File: src/rtl/mem_arbiter_pkg.sv
// mem_arbiter_pkg -- shared widths, encodings and the request record for the
// memory-port arbiter.
//
// The global `defines (XLEN, op width, ROB tag width, op codes, arb_kind and
// FSM state codes) live at the top of this file so every unit compiled after it
// sees one consistent set. The package re-exports them as typed localparams.
//
// Optional feature macro consumed by mem_arbiter: MEM_ARB_AGING_EN.

`ifndef MEM_ARBITER_GLOBALS
`define MEM_ARBITER_GLOBALS
`define XLEN            32
`define INST_OP_WIDTH   6
`define ROB_SIZE_WIDTH  4
// op codes (fetches always carry OP_NONE)
`define OP_NONE         6'd0
`define OP_LB           6'd1
`define OP_LW           6'd3
`define OP_SB           6'd9
`define OP_SW           6'd11
// arb_kind encodings
`define ARB_KIND_NONE   2'd0
`define ARB_KIND_FETCH  2'd1
`define ARB_KIND_LOAD   2'd2
`define ARB_KIND_STORE  2'd3
// FSM state encodings
`define ARB_ST_IDLE     2'd0
`define ARB_ST_ISSUE    2'd1
`define ARB_ST_WAIT     2'd2
`endif

package mem_arbiter_pkg;

  localparam int XLEN = `XLEN;
  localparam int OPW  = `INST_OP_WIDTH;
  localparam int IDW  = `ROB_SIZE_WIDTH;

  localparam logic [1:0] KIND_NONE  = `ARB_KIND_NONE;
  localparam logic [1:0] KIND_FETCH = `ARB_KIND_FETCH;
  localparam logic [1:0] KIND_LOAD  = `ARB_KIND_LOAD;
  localparam logic [1:0] KIND_STORE = `ARB_KIND_STORE;

  localparam logic [1:0] S_IDLE  = `ARB_ST_IDLE;
  localparam logic [1:0] S_ISSUE = `ARB_ST_ISSUE;
  localparam logic [1:0] S_WAIT  = `ARB_ST_WAIT;

  // One granted access as presented to the memory controller.
  typedef struct packed {
    logic [1:0]      kind;
    logic [OPW-1:0]  op;
    logic [XLEN-1:0] addr;
    logic [XLEN-1:0] val;
    logic [IDW-1:0]  id;
  } arb_req_t;

endpackage

File: src/rtl/mem_arbiter.sv
// mem_arbiter -- single-port memory arbiter between instruction fetch, LSB
// loads and ROB committed stores.
//
// Ports
//   clk, rst            clock, asynchronous active-high reset
//   flush, stall        branch flush, global issue stall
//   icache_*            fetch request (level) + address
//   lsb_*               load request + op/addr/ROB tag
//   rob_*               committed store request + op/addr/data
//   mem_done            completion pulse from the memory controller
//   *_gnt               one-cycle grant pulse to the selected requester
//   arb_valid           issue strobe (ISSUE state only)
//   arb_kind/op/addr/val/id  registered granted request, stable until done
//   arb_busy            high in ISSUE and WAIT
//
// FSM: IDLE -> ISSUE (1 cycle) -> WAIT -> IDLE on mem_done.
// Priority: store > load > fetch.
// Build option MEM_ARB_AGING_EN: a saturating fetch age counter lets a fetch
// that has waited AGE_LIMIT cycles beat a load (never a store). Without it
// AGE_LIMIT is accepted but has no effect.

module mem_arbiter
  import mem_arbiter_pkg::*;
#(
  parameter int unsigned AGE_LIMIT = 8
) (
  input  logic                       clk,
  input  logic                       rst,
  input  logic                       flush,
  input  logic                       stall,
  input  logic                       icache_req,
  input  logic [`XLEN-1:0]           icache_addr,
  input  logic                       lsb_req,
  input  logic [`INST_OP_WIDTH-1:0]  lsb_op,
  input  logic [`XLEN-1:0]           lsb_addr,
  input  logic [`ROB_SIZE_WIDTH-1:0] lsb_id,
  input  logic                       rob_req,
  input  logic [`INST_OP_WIDTH-1:0]  rob_op,
  input  logic [`XLEN-1:0]           rob_addr,
  input  logic [`XLEN-1:0]           rob_val,
  input  logic                       mem_done,
  output logic                       icache_gnt,
  output logic                       lsb_gnt,
  output logic                       rob_gnt,
  output logic                       arb_valid,
  output logic [1:0]                 arb_kind,
  output logic [`INST_OP_WIDTH-1:0]  arb_op,
  output logic [`XLEN-1:0]           arb_addr,
  output logic [`XLEN-1:0]           arb_val,
  output logic [`ROB_SIZE_WIDTH-1:0] arb_id,
  output logic                       arb_busy
);

  logic [1:0] r_state;
  arb_req_t   r_cur;
  arb_req_t   w_sel;
  logic       w_age_hit;
  logic       w_drop;

`ifdef MEM_ARB_AGING_EN
  localparam int AGE_W = (AGE_LIMIT < 1) ? 1 : $clog2(AGE_LIMIT + 1);
  logic [AGE_W-1:0] r_age;

  assign w_age_hit = (r_age == AGE_W'(AGE_LIMIT));

  // Counts cycles a fetch has been left waiting; saturates at AGE_LIMIT.
  always_ff @(posedge clk or posedge rst) begin
    if (rst)                      r_age <= '0;
    else if (icache_gnt || flush) r_age <= '0;
    else if (icache_req && !w_age_hit) r_age <= r_age + AGE_W'(1);
  end
`else
  assign w_age_hit = 1'b0;
`endif

  // Priority select. Grants only from IDLE and never during reset; a flush in
  // IDLE still lets a committed store through, since it is not speculative.
  always_comb begin
    w_sel = '0;
    if (!rst && r_state == S_IDLE && !stall) begin
      if (rob_req) begin
        w_sel.kind = KIND_STORE;
        w_sel.op   = rob_op;
        w_sel.addr = rob_addr;
        w_sel.val  = rob_val;
      end else if (!flush) begin
        if (icache_req && (w_age_hit || !lsb_req)) begin
          w_sel.kind = KIND_FETCH;
          w_sel.addr = icache_addr;
        end else if (lsb_req) begin
          w_sel.kind = KIND_LOAD;
          w_sel.op   = lsb_op;
          w_sel.addr = lsb_addr;
          w_sel.id   = lsb_id;
        end
      end
    end
  end

  assign icache_gnt = (w_sel.kind == KIND_FETCH);
  assign lsb_gnt    = (w_sel.kind == KIND_LOAD);
  assign rob_gnt    = (w_sel.kind == KIND_STORE);

  // Speculative accesses are abandoned on flush; stores run to completion.
  assign w_drop = flush && (r_cur.kind != KIND_STORE);

  always_ff @(posedge clk or posedge rst) begin
    if (rst) begin
      r_state <= S_IDLE;
      r_cur   <= '0;
    end else begin
      case (r_state)
        S_IDLE: begin
          if (w_sel.kind != KIND_NONE) begin
            r_cur   <= w_sel;
            r_state <= S_ISSUE;
          end
        end
        S_ISSUE: begin
          // mem_done cannot belong to this access yet, so it is ignored here.
          if (w_drop) begin
            r_state    <= S_IDLE;
            r_cur.kind <= KIND_NONE;
          end else begin
            r_state <= S_WAIT;
          end
        end
        S_WAIT: begin
          if (mem_done || w_drop) begin
            r_state    <= S_IDLE;
            r_cur.kind <= KIND_NONE;
          end
        end
        default: begin
          r_state <= S_IDLE;
          r_cur   <= '0;
        end
      endcase
    end
  end

  assign arb_valid = (r_state == S_ISSUE);
  assign arb_busy  = (r_state == S_ISSUE) || (r_state == S_WAIT);
  assign arb_kind  = r_cur.kind;
  assign arb_op    = r_cur.op;
  assign arb_addr  = r_cur.addr;
  assign arb_val   = r_cur.val;
  assign arb_id    = r_cur.id;

endmodule

File: config.mk
export PLATFORM = sky130hd
export DESIGN_NAME = mem_arbiter
export DESIGN_NICKNAME = d
export VERILOG_FILES = /design/src/rtl/mem_arbiter_pkg.sv /design/src/rtl/mem_arbiter.sv
export SDC_FILE = /design/constraint.sdc
export NUM_CORES = 1
export LEC_CHECK = 0
export ABC_AREA = 1
export CAP_MARGIN = 15
export CORE_ASPECT_RATIO = 1.4
export CORE_MARGIN = 5
export CORE_UTILIZATION = 25
export CTS_BUF_LIST = sky130_fd_sc_hd__clkbuf_4
export DETAILED_ROUTE_END_ITERATION = 8
export SETUP_SLACK_MARGIN = 0.1
export SLEW_MARGIN = 20
export SYNTH_ARGS = -nofsm -noshare
export SYNTH_HDL_FRONTEND = slang
export SYNTH_SLANG_ARGS = --single-unit
export TNS_END_PERCENT = 100
File: constraint.sdc
create_clock -name clk -period 4.72 [get_ports clk]
set_input_delay 0.472 -clock clk [delete_from_list [all_inputs] [get_ports clk]]
set_output_delay 0.472 -clock clk [all_outputs]
set_load 0.05 [all_outputs]
==> flow_metrics.py <==
metrics = {
    "timing": {
        "finalHoldViolCount": 0,
        "slew_headroom": 0.348,
        "fin_crit_sh": 0.649,
        "grt_setup_unrepaired": "false",
        "tns_ns": 0,
        "drv_slew": 0,
        "tightestPinTransition_ns": 0.976,
        "fin_crit_ns": 3.06,
        "finClkSkew_ns": 0.0159,
        "setup_viol": 0,
        "timing.fmax_mhz": 327,
    },
    "place": {
        "dpl.hpwl_microns": 11900,
        "dp.cells": 1073,
        "io_buffers": 232,
        "placed_cell_area_sq_mm": 0.00683,
        "place.gp.congestion": 0.776,
    },
    "clock_tree": {
        "numCtsBuffers": 9,
        "insertion_delay_ns": 0.42,
        "clk_pin_slew_ns": 0.13,
        "clk_root_buffer_cell": "clkbuf_4",
        "post-cts-setup-buffer-count": 0,
        "cts_hold_buf": 0,
        "clockBufferDepth": 2,
        "cts.sinks": 78,
        "cts_tree": "yes",
        "cts.repair.resized": 0,
        "htree_num_levels": 3,
    },
    "hold_path": {
        "min-delay-start": "arb_val[1]",
        "min_to": "arb_val[1]",
        "hp-class": "flip-flop to flip-flop",
        "min_path_cells": 2,
    },
    "flow_run": {
        "drv_cap": 0,
    },
    "routing": {
        "firstDrtPassIters": 4,
        "vias": 4814,
        "routed_wl_microns": 16900,
        "antenna_left": 0,
        "wire_per_inst_microns": 15.5,
        "drc": 0,
        "drt_iter0_markers": 215,
        "vias_per_cell": 4.41,
    },
    "setup_path": {
        "r2r_slack_ns": 2.16,
        "worstPathRequired_ns": 4.25,
        "worstRegToRegCells": 10,
        "r2r-end": "arb_addr[21]",
        "cp-start-kind": "input pin",
        "path_class": "input pin to primary output",
        "worstSetupEndpointType": "primary output",
        "r2r_start": "r_state[0]",
        "worstPathArrival_ns": 2.59,
        "critPathMaxFanout": 41,
    },
    "outcome": {
        "status": "complete, no violations",
    },
    "grt": {
        "overflow": 0,
        "grt_max_degree": 75,
        "grt_pass1_vias": 4772,
        "grt_pass1_wl_microns": 26300,
        "antenna_found_initial": 1,
        "grtUsageTotal": 0.165,
    },
    "pwr": {
        "total_power_w": 0.00328,
        "pwr_density_cell_mw_per_mm2": 468,
        "ir_drop_mv": 0.267,
        "leakage_nw": 3.31,
    },
    "finish": {
        "stdcell_area_sq_mm": 0.00700,
        "syn2layout_area_growth_pct": 59.6,
        "finalNonFillerCells": 1091,
        "drive_gt1_frac": 0.0445,
        "post-route-util": 0.404,
        "layout_common_cells": "248 x nand2_1, 230 x clkdlybuf4s50_1, 143 x nand3_1",
        "nFillCells": 1854,
        "finalNetCount": 1004,
        "final_common_cell": "nand2_1",
    },
    "yosys": {
        "yosys_warnings": 0,
        "synth_seq_area_share": 0.445,
        "yosysUniqueCellTypes": 18,
        "yosys.area.top_type": "dfrtp_1",
        "syn_inst": 646,
        "synth_top_area_frac": 0.445,
        "netlist_area_sq_mm": 0.00439,
        "avgSynthCellArea_sq_um": 6.79,
        "synth.area.top_cells": "dfrtp_1 45%, nand2_1 21%, nand3_1 16%",
        "ys_ff_latch": 78,
        "syn_nets": 802,
    },
    "floorplan": {
        "die_h_microns": 167,
        "dieWidth_microns": 122,
        "die-area_sq_mm": 0.0203,
        "rows": 57,
        "coreArea_sq_mm": 0.0173,
        "ioPinCount": 233,
        "initial_core_util": 0.253,
    },
}
[cell families (layout without fill, tap and decap cells)]
group	count (synthesis)	count (layout)	synth area share
DFF	78	78	0.445
and+or+nand+nor	490	490	0.463
adders and majority gates	4	4	0.0114
other	0	2	0
buffers and inverters	61	268	0.0651
AOI/OAI and AO/OA	13	13	0.0154
[power by group]
part | total, W | switching, W | internal [W]
Combinational | 0.00189 | 0.00134 | 0.000544
Sequential | 0.000922 | 0.0000918 | 0.000830
Clock | 0.000471 | 0.000255 | 0.000217
Total | 0.00328 | 0.00169 | 0.00159
[worst max path at each step]
stage          slack (ns)  cells after the start        from     endpoint
5_1_grt              1.44                      6  r_state[0]      rob_gnt
6_report             1.66                      5     rob_req      rob_gnt
2_1_floorplan        2.25                      1         rst  arb_addr[0]
3_3_place_gp         1.61                      5     rob_req      rob_gnt
3_5_place_dp         1.61                      5     rob_req      rob_gnt
4_1_cts              1.58                      6  r_state[0]      rob_gnt
[routing by layer]
layer	GRT usage	wire [microns]
met3	0.0400	1270
met1	0.205	7020
met5	0	0
met2	0.276	8240
met4	0.0619	410
[through the flow]
step           hold slack, ns  setup slack, ns
5_1_grt                 0.507             1.44
3_5_place_dp            0.458             1.61
4_1_cts                 0.491             1.58
2_1_floorplan           0.467             2.25
3_3_place_gp            0.452             1.61
6_report                0.485             1.66
[synth_stat cells, drive strengths merged]
master	count
a21boi	1
a21oi	11
buf	28
clkbuf	21
clkinv	1
dfrtp	78
ha	4
inv	11
nand2	251
nand3	143
nand3b	2
nor2	94
o21ai	1
[worst max-delay path: stages]
cell and delay [ns]:
buf_2 0.64, inv_2 0.13, nor2_2 0.13, buf_4 0.33, clkdlybuf4s50_1 0.87
[registers in the layout, indices dropped and copies added (netlist names)]
name / flops
arb_kind: 2
arb_id: 4
arb_op: 6
arb_val: 32
r_state: 2
arb_addr: 32
[layout make-up]
cell class	instances	area [sq um]	area share
sequential	78	1950	0.279
timing repair buffer	240	2370	0.339
multi-input combinational	507	2160	0.309
tap	236	295	0.0422
clock inverter	7	98.8	0.0141
inverter	12	46.3	0.00661
clock buffer	9	67.6	0.00965
antenna	2	5.00	0.000715
Power figures use the tool's default switching activity.
